**config.mk**
```make
export PLATFORM = sky130hd
export DESIGN_NAME = ram_port_arbiter
export DESIGN_NICKNAME = d
export VERILOG_FILES = /design/src/rtl/ram_port_arbiter.sv
export SDC_FILE = /design/constraint.sdc
export NUM_CORES = 1
export LEC_CHECK = 0
export BUFFER_PORTS_ARGS = -buffer_cell sky130_fd_sc_hd__buf_4
export CORE_ASPECT_RATIO = 1.75
export CORE_MARGIN = 1.5
export CORE_UTILIZATION = 49
export CTS_BUF_LIST = sky130_fd_sc_hd__clkbuf_8
export DETAILED_ROUTE_END_ITERATION = 16
export PLACE_DENSITY = 0.95
export SLEW_MARGIN = 20
export SYNTH_ARGS = -nofsm -noshare
export SYNTH_HDL_FRONTEND = slang
export SYNTH_SLANG_ARGS = --single-unit
```
**constraint.sdc**
```tcl
create_clock -name CLK -period 2.4 [get_ports CLK]
set_clock_uncertainty 0.05 [all_clocks]
set_input_delay 0.48 -clock CLK [delete_from_list [all_inputs] [get_ports CLK]]
set_output_delay 0.48 -clock CLK [all_outputs]
set_load 0.05 [all_outputs]
```
**src/rtl/ram_port_arbiter.sv**
```systemverilog
// Round-robin arbiter sharing one 8-bit RAM host port between two
// strobe-driven requesters, with fixed-length accesses and DONE pulses.
module ram_port_arbiter #(
    parameter int ADDR_W        = 24,
    parameter int ACCESS_CYCLES = 4
) (
    input  logic              CLK,
    input  logic              RESET_n,
    input  logic [ADDR_W-1:0] S0_ADDR,
    input  logic [7:0]        S0_DIN,
    input  logic              S0_OE_n,
    input  logic              S0_WE_n,
    input  logic              S0_RFSH_n,
    output logic [7:0]        S0_DOUT,
    output logic              S0_DONE,
    input  logic [ADDR_W-1:0] S1_ADDR,
    input  logic [7:0]        S1_DIN,
    input  logic              S1_OE_n,
    input  logic              S1_WE_n,
    input  logic              S1_RFSH_n,
    output logic [7:0]        S1_DOUT,
    output logic              S1_DONE,
    output logic [ADDR_W-1:0] M_ADDR,
    output logic [7:0]        M_DIN,
    output logic              M_OE_n,
    output logic              M_WE_n,
    output logic              M_RFSH_n,
    input  logic [7:0]        M_DOUT
);

    typedef enum logic [1:0] {
        IDLE,
        ACCESS,
        RECOVER
    } state_t;

    localparam logic [3:0] CNT_INIT = 4'(ACCESS_CYCLES - 1);

    state_t            state_q, state_d;
    logic [3:0]        cnt_q, cnt_d;
    logic              last_q, last_d;
    logic              gnt_q, gnt_d;
    logic              wr_q, wr_d;
    logic [1:0]        prev_q;
    logic [1:0]        pend_q, pend_d;
    logic [1:0]        done_q, done_d;
    logic [7:0]        dout0_q, dout0_d;
    logic [7:0]        dout1_q, dout1_d;
    logic [ADDR_W-1:0] maddr_q, maddr_d;
    logic [7:0]        mdin_q, mdin_d;
    logic              moe_q, moe_d;
    logic              mwe_q, mwe_d;
    logic              mrf_q;

    logic [1:0]        act_n;
    logic [1:0]        fall;
    logic [1:0]        take;
    logic              sel;
    logic              sel_wr;

    assign act_n[0] = S0_OE_n & S0_WE_n;
    assign act_n[1] = S1_OE_n & S1_WE_n;
    assign fall     = prev_q & ~act_n;

    // Arbitration, access sequencing and request bookkeeping
    always_comb begin
        state_d = state_q;
        cnt_d   = cnt_q;
        last_d  = last_q;
        gnt_d   = gnt_q;
        wr_d    = wr_q;
        done_d  = 2'b00;
        dout0_d = dout0_q;
        dout1_d = dout1_q;
        maddr_d = maddr_q;
        mdin_d  = mdin_q;
        moe_d   = moe_q;
        mwe_d   = mwe_q;
        take    = 2'b00;
        sel     = 1'b0;
        sel_wr  = 1'b0;
        unique case (state_q)
            IDLE: begin
                if (pend_q != 2'b00) begin
                    sel     = (pend_q == 2'b11) ? ~last_q : pend_q[1];
                    sel_wr  = sel ? ~S1_WE_n : ~S0_WE_n;
                    take[sel] = 1'b1;
                    gnt_d   = sel;
                    last_d  = sel;
                    wr_d    = sel_wr;
                    maddr_d = sel ? S1_ADDR : S0_ADDR;
                    mdin_d  = sel ? S1_DIN : S0_DIN;
                    moe_d   = sel_wr;
                    mwe_d   = ~sel_wr;
                    cnt_d   = CNT_INIT;
                    state_d = ACCESS;
                end
            end
            ACCESS: begin
                if (cnt_q != 4'd0) begin
                    cnt_d = cnt_q - 4'd1;
                end else begin
                    moe_d   = 1'b1;
                    mwe_d   = 1'b1;
                    maddr_d = '0;
                    mdin_d  = '0;
                    done_d[gnt_q] = 1'b1;
                    if (!wr_q) begin
                        if (gnt_q) dout1_d = M_DOUT;
                        else       dout0_d = M_DOUT;
                    end
                    state_d = RECOVER;
                end
            end
            RECOVER: begin
                state_d = IDLE;
            end
            default: begin
                state_d = IDLE;
            end
        endcase
        for (int i = 0; i < 2; i++) begin
            pend_d[i] = fall[i] | (pend_q[i] & ~take[i] & ~act_n[i]);
        end
    end

    // State and output registers
    always_ff @(posedge CLK or negedge RESET_n) begin
        if (!RESET_n) begin
            state_q <= IDLE;
            cnt_q   <= '0;
            last_q  <= 1'b1;
            gnt_q   <= 1'b0;
            wr_q    <= 1'b0;
            prev_q  <= 2'b11;
            pend_q  <= 2'b00;
            done_q  <= 2'b00;
            dout0_q <= '0;
            dout1_q <= '0;
            maddr_q <= '0;
            mdin_q  <= '0;
            moe_q   <= 1'b1;
            mwe_q   <= 1'b1;
            mrf_q   <= 1'b1;
        end else begin
            state_q <= state_d;
            cnt_q   <= cnt_d;
            last_q  <= last_d;
            gnt_q   <= gnt_d;
            wr_q    <= wr_d;
            prev_q  <= act_n;
            pend_q  <= pend_d;
            done_q  <= done_d;
            dout0_q <= dout0_d;
            dout1_q <= dout1_d;
            maddr_q <= maddr_d;
            mdin_q  <= mdin_d;
            moe_q   <= moe_d;
            mwe_q   <= mwe_d;
            mrf_q   <= S0_RFSH_n & S1_RFSH_n;
        end
    end

    assign S0_DOUT  = dout0_q;
    assign S1_DOUT  = dout1_q;
    assign S0_DONE  = done_q[0];
    assign S1_DONE  = done_q[1];
    assign M_ADDR   = maddr_q;
    assign M_DIN    = mdin_q;
    assign M_OE_n   = moe_q;
    assign M_WE_n   = mwe_q;
    assign M_RFSH_n = mrf_q;

endmodule

```
==> results.yml, run 1 <==
sta:
  tightest_slew_ns: 1.03
  finalMaxSlewViolations: 0
  fin_crit_ns: 2.25
  setup_tns_ns: 0
  slew_headroom_pct: 31.3
  timing.final.crit_share_pct: 93.6
  hold_ws_ns: 0.155
  setup_viol: 0
  hold_viol_final: 0
  max_freq_ghz: 0.445
  rsz0062_at_grt: "no"
  fin_ws_ns: 0.153
clock_network:
  cts_tree: "yes"
  clkTransAtPathRegs_ns: 0.06
  clock_path_buffers: 2
  cts_made_buffers: 9
  post_cts_buffers: 0
  cts-htree-levels: 3
  cts_resized: 0
  clock_latency_ns: 0.35
  cts-root-buf: "clkbuf_8"
  cts.sinks: 66
  holdBufCountCts: 0
worst_setup_path:
  crit_cells: 5
  crit_path_cell_trace: "inv_1 > ha_1 > or3b_1 > or4_4 > mux2_4"
  rrSetupSlack_ns: 0.15
  arrival_ns: 2.43
  end_kind: "register"
  cpMaxStageDelayCell: "or4_4"
  r2r_start: "cnt_q[0]$_DFFE_PN0P_"
  r2r_end: "S0_DOUT[6]$_DFFE_PN0P_"
  critPathLaunchType: "register"
  cpPeakStageDelay_ns: 0.57
  reg2reg_depth: 5
  cp_num_buf_inv: 1
  cp.required_ns: 2.59
  worst_path_dominant_cell_family: "simple AND/OR/NAND/NOR gates"
  crit_type: "register to register"
  crit_fanout: 8
logic_synthesis:
  synth_top_area_cell: "dfrtp_1"
  yosysWarnings: 0
  seq_area_frac_synth_pct: 55.7
  yosys-top-cells-area: "dfrtp_1 50%, mux2i_1 11%, o22ai_1 6.9%, o21ai_0 6.2%, dfstp_2 5.3%"
  yosysTopAreaCellShare_pct: 50.4
  yosysMostFrequentCell: "dfrtp_1"
  synth_edf_count: 0
  synth_ff_type: "dfrtp_1"
  synth_area_um2: 2980
  synth.distinct_cells: 35
  synth_nets: 331
  synth.avg_cell_area_um2: 12.0
  postSynthCellCount: 249
  synth_common_cells: "60 x dfrtp_1, 37 x o21ai_0, 33 x mux2i_1, 33 x o22ai_1, 13 x clkbuf_1"
  synth-seq-cells: 66
  async_flop_share_pct: 100
placed_design:
  post_dp_cell_area_um2: 4050
  hpwl_um: 5860
  gp_congestion: 0.769
  place_ws_ns: 0.179
  dp_cells: 446
  io_buffers: 132
floorplanning:
  io_pins: 133
  start_util_pct: 50.6
  core-area_um2: 5880
  die_w_um: 61.9
  die_area_um2: 6570
  die_y_um: 106
  rows: 37
drt:
  drt-pass1-iter-count: 4
  drt-total-wl_um: 8120
  vias: 2573
  drc: 0
  postRouteAntennaNets: 0
  vias_per_cell: 5.57
  route.detailed.wl_per_inst_um: 17.6
  initialDrtViolationCount: 95
global_route:
  track_usage_pct: 26.3
  grt_max_degree: 67
  grt_remaining_overflow: 0
  grt_pass1_wl_um: 12600
  antenna_found_initial: 0
  grt_pass1_vias: 2609
final_layout:
  area_growth_pct: 42.4
  fin_area_um2: 4240
  final_util_pct: 72.1
  antenna_cells: 0
  nFillCells: 404
  drive_gt1_share_pct: 47.7
  final_nets: 461
  fin_cells: 462
job:
  cap_violations: 0
pwr:
  power_mw: 6.58
  power_frac_comb_pct: 56.8
  total_leakage_power_nw: 2.05
  intPower_mw: 3.37
  power.switching_mw: 3.21
  power_density_nw_per_um2: 1550
  swShare_pct: 48.7
  max-vdd-ir-drop_v: 0.000767
  seq_power_share_pct: 29.8
  clockPowerShare_pct: 13.4
worst_hold_path:
  hold_path_class: "input pin to async pin"
status:
  status: "finished clean"
## logic make-up after synthesis
logic type               Yosys count  synth area share (%)
adder cells (fa/ha/maj)            2                 0.840
multiplexers                      51                  18.9
AND/OR/NAND/NOR                   20                  4.20
flip-flops                        66                  55.7
buffers and inverters             25                  3.66
AO/OA/AOI/OAI                     85                  16.7
## sequential cells by signal, summed over array words and instances, names as in the netlist
name      count
state_q       2
cnt_q         4
prev_q        2
gnt_q         1
S0_DOUT       8
last_q        1
M_ADDR       24
M_DIN         8
M_OE_n        1
done_q        2
M_RFSH_n      1
S1_DOUT       8
pend_q        2
wr_q          1
M_WE_n        1
## per-layer routing
metal | up-vias | track usage (%) | share of wire, %
li1 | 1189 | - | -
met1 | 1262 | 29.2 | 36
met2 | 106 | 44.4 | 56
met3 | 16 | 5.72 | 5.9
met4 | 0 | 14.1 | 2.3
met5 | - | 0 | 0
## worst max path at each step
stage                         startpoint                      to  slack [ns]
global placement    cnt_q[0]$_DFFE_PN0P_  S0_DOUT[2]$_DFFE_PN0P_        0.30
finish              cnt_q[0]$_DFFE_PN0P_  S0_DOUT[6]$_DFFE_PN0P_        0.15
detailed placement  cnt_q[0]$_DFFE_PN0P_  S0_DOUT[5]$_DFFE_PN0P_        0.18
CTS                 cnt_q[0]$_DFFE_PN0P_  S0_DOUT[6]$_DFFE_PN0P_        0.17
global route        cnt_q[0]$_DFFE_PN0P_  S1_DOUT[6]$_DFFE_PN0P_        0.03
floorplan           cnt_q[0]$_DFFE_PN0P_  S0_DOUT[0]$_DFFE_PN0P_        0.30
## final cells by class
cell class	instances	area, um2	area share (%)
flip-flops and latches	66	1660	39.1
multi-input cells	158	1230	29.0
repair buffers	139	1040	24.6
clock buffers	13	179	4.22
well taps	78	97.6	2.30
inverters	5	18.8	0.442
clock inverters	3	13.8	0.324
## placed cells by master (no fill, tap or decap), types with 2 or more instances in the layout
master,n
o21ai_0,37
buf_4,139
and3_1,2
mux2_4,8
o22ai_1,33
dfrtp_1,60
ha_1,2
a31oi_1,2
inv_1,6
nor2_2,2
o211ai_1,2
clkbuf_8,13
and2_1,3
a21oi_1,3
clkinv_2,2
mux2_2,10
dfstp_2,6
nor2b_1,3
mux2i_1,33
## power groups by stage
stage	Sequential (mW)	Clock [mW]	Combinational [mW]
final	1.96	0.885	3.74
after global routing	2.02	0.943	3.95
after CTS	1.95	0.899	3.74
after detailed placement	1.96	0	3.72
after global placement	1.92	0	3.62
after floorplan	3.32	0	1.18
No activity file was read; power rests on OpenSTA's default activity.
==> inputs of run 2 (changes only) <==
Settings changed: REMOVE_ABC_BUFFERS set to 1.
==> run 2 against run 1 <==
Critical path depth unchanged. Worst setup slack better by 0.021 ns. Sequential share of layout area down 0.34 points. First-iteration DRC count down 22%.
==> results.yml, run 2 (same netlist as run 1, synthesis figures left out) <==
floorplanning:
  rows: 37
  die_w_um: 61.9
  die_y_um: 106
  start_util_pct: 50.6
  die_area_um2: 6570
  core-area_um2: 5880
  io_pins: 133
sta:
  fin_crit_ns: 2.23
  finalMaxSlewViolations: 0
  tightest_slew_ns: 1.03
  fin_ws_ns: 0.175
  hold_viol_final: 0
  rsz0062_at_grt: "no"
  hold_ws_ns: 0.188
  timing.final.crit_share_pct: 92.7
  setup_viol: 0
  slew_headroom_pct: 31.4
  max_freq_ghz: 0.449
worst_setup_path:
  cpMaxStageDelayCell: "nand4b_1"
  end_kind: "register"
  crit_path_cell_trace: "inv_1 > ha_1 > nor3b_1 > nand4b_1 > mux2_2"
  cpPeakStageDelay_ns: 0.49
  crit_type: "register to register"
  crit_fanout: 8
  cp.required_ns: 2.57
  critPathLaunchType: "register"
  arrival_ns: 2.40
job:
  cap_violations: 0
placed_design:
  post_dp_cell_area_um2: 4040
  io_buffers: 132
  gp_congestion: 0.785
  place_ws_ns: 0.203
  hpwl_um: 5560
drt:
  vias_per_cell: 5.44
  postRouteAntennaNets: 0
  drc: 0
  met1_length_um: 2680
  route.detailed.wl_per_inst_um: 16.5
  wl_met3_um: 391
  vias: 2497
  drt-total-wl_um: 7570
  dr_wl_met2_um: 4370
  drt-pass1-iter-count: 4
  initialDrtViolationCount: 74
  routed.top_layer: "met4"
clock_network:
  cts.sinks: 66
  holdBufCountCts: 0
  clkTransAtPathRegs_ns: 0.07
  cts-htree-levels: 3
  cts_made_buffers: 9
  cts_resized: 0
  cts-root-buf: "clkbuf_8"
  cts_tree: "yes"
  clock_latency_ns: 0.34
  post_cts_buffers: 0
  clock_path_buffers: 2
status:
  status: "finished clean"
final_layout:
  final_cell_mix: "135 x buf_4, 60 x dfrtp_1, 37 x o21ai_0"
  largest_reg_flops: 24
  drive_gt1_share_pct: 47.5
  final_nets: 458
  final_common_cell: "buf_4"
  fin_area_um2: 4280
  antenna_cells: 0
  area_growth_pct: 43.7
global_route:
  antenna_found_initial: 0
  grt_max_degree: 67
  grt_pass1_vias: 2590
  track_usage_pct: 23.6
  grt_pass1_wl_um: 11600
  grt_remaining_overflow: 0
pwr:
  power_density_nw_per_um2: 1580
  total_leakage_power_nw: 2.05
  intPower_mw: 3.58
  power.switching_mw: 3.19
  swShare_pct: 47.1
  clockPowerShare_pct: 16.7
  seq_power_share_pct: 28.7
  max-vdd-ir-drop_v: 0.000818
  power_frac_comb_pct: 54.6
worst_hold_path:
  hold_path_class: "input pin to async pin"
[run 2: per-stage QoR]
step,power (mW),util [%],std cells,setup TNS [ns]
global placement,5.52,68.7,443,0
finish,6.77,72.8,459,0
CTS,6.81,72.8,459,0
floorplan,4.49,-,229,-88.49
global route,7.09,72.8,459,0
detailed placement,5.66,68.7,443,0
[run 2: path summary, 6_finish.rpt]
check	cells after the start	slack, ns	from	endpoint
worst max-delay path	5	0.17	cnt_q[0]$_DFFE_PN0P_	S1_DOUT[7]$_DFFE_PN0P_
worst min register to register	2	0.44	prev_q[0]$_DFF_PN1_	pend_q[0]$_DFF_PN0_
min in group CLK	2	0.29	S1_OE_n	pend_q[1]$_DFF_PN0_
max in group asynchronous	1	1.59	RESET_n	S0_DOUT[2]$_DFFE_PN0P_
worst min-delay path	1	0.19	RESET_n	M_ADDR[22]$_DFFE_PN0P_
worst max register to register	5	0.17	cnt_q[0]$_DFFE_PN0P_	S1_DOUT[7]$_DFFE_PN0P_
[run 2: worst max-delay path, delay by kind of cell (launching register included)]
| family | cells | cell delay (ns) |
|---|---|---|
| adder cells (fa/ha/maj) | 1 | 0.17 |
| buffers and inverters | 1 | 0.12 |
| flip-flops | 1 | 0.40 |
| multiplexers | 1 | 0.45 |
| AND/OR/NAND/NOR | 2 | 0.91 |
[run 2: final cells by class]
type / count / area, um2
clock inverter: 7 / 116
fill: 400 / 1600
inverter: 5 / 18.8
timing repair buffer: 136 / 1030
tap: 78 / 97.6
sequential: 66 / 1660
clock buffer: 9 / 124
multi-input combinational: 158 / 1230
[run 2: layer usage]
| metal | track usage, % | vias up |
|---|---|---|
| li1 | - | 1175 |
| met1 | 24.4 | 1216 |
| met2 | 42.7 | 93 |
| met3 | 6.08 | 13 |
| met4 | 9.12 | 0 |
| met5 | 0 | - |
[run 2: power by group through the flow]
| stage | sequential [mW] | combinational (mW) | clock, mW |
|---|---|---|---|
| global route | 2.00 | 3.90 | 1.19 |
| finish | 1.94 | 3.69 | 1.13 |
| detailed placement | 1.96 | 3.71 | 0 |
| CTS | 1.94 | 3.72 | 1.15 |
| floorplan | 3.33 | 1.16 | 0 |
| global placement | 1.92 | 3.61 | 0 |
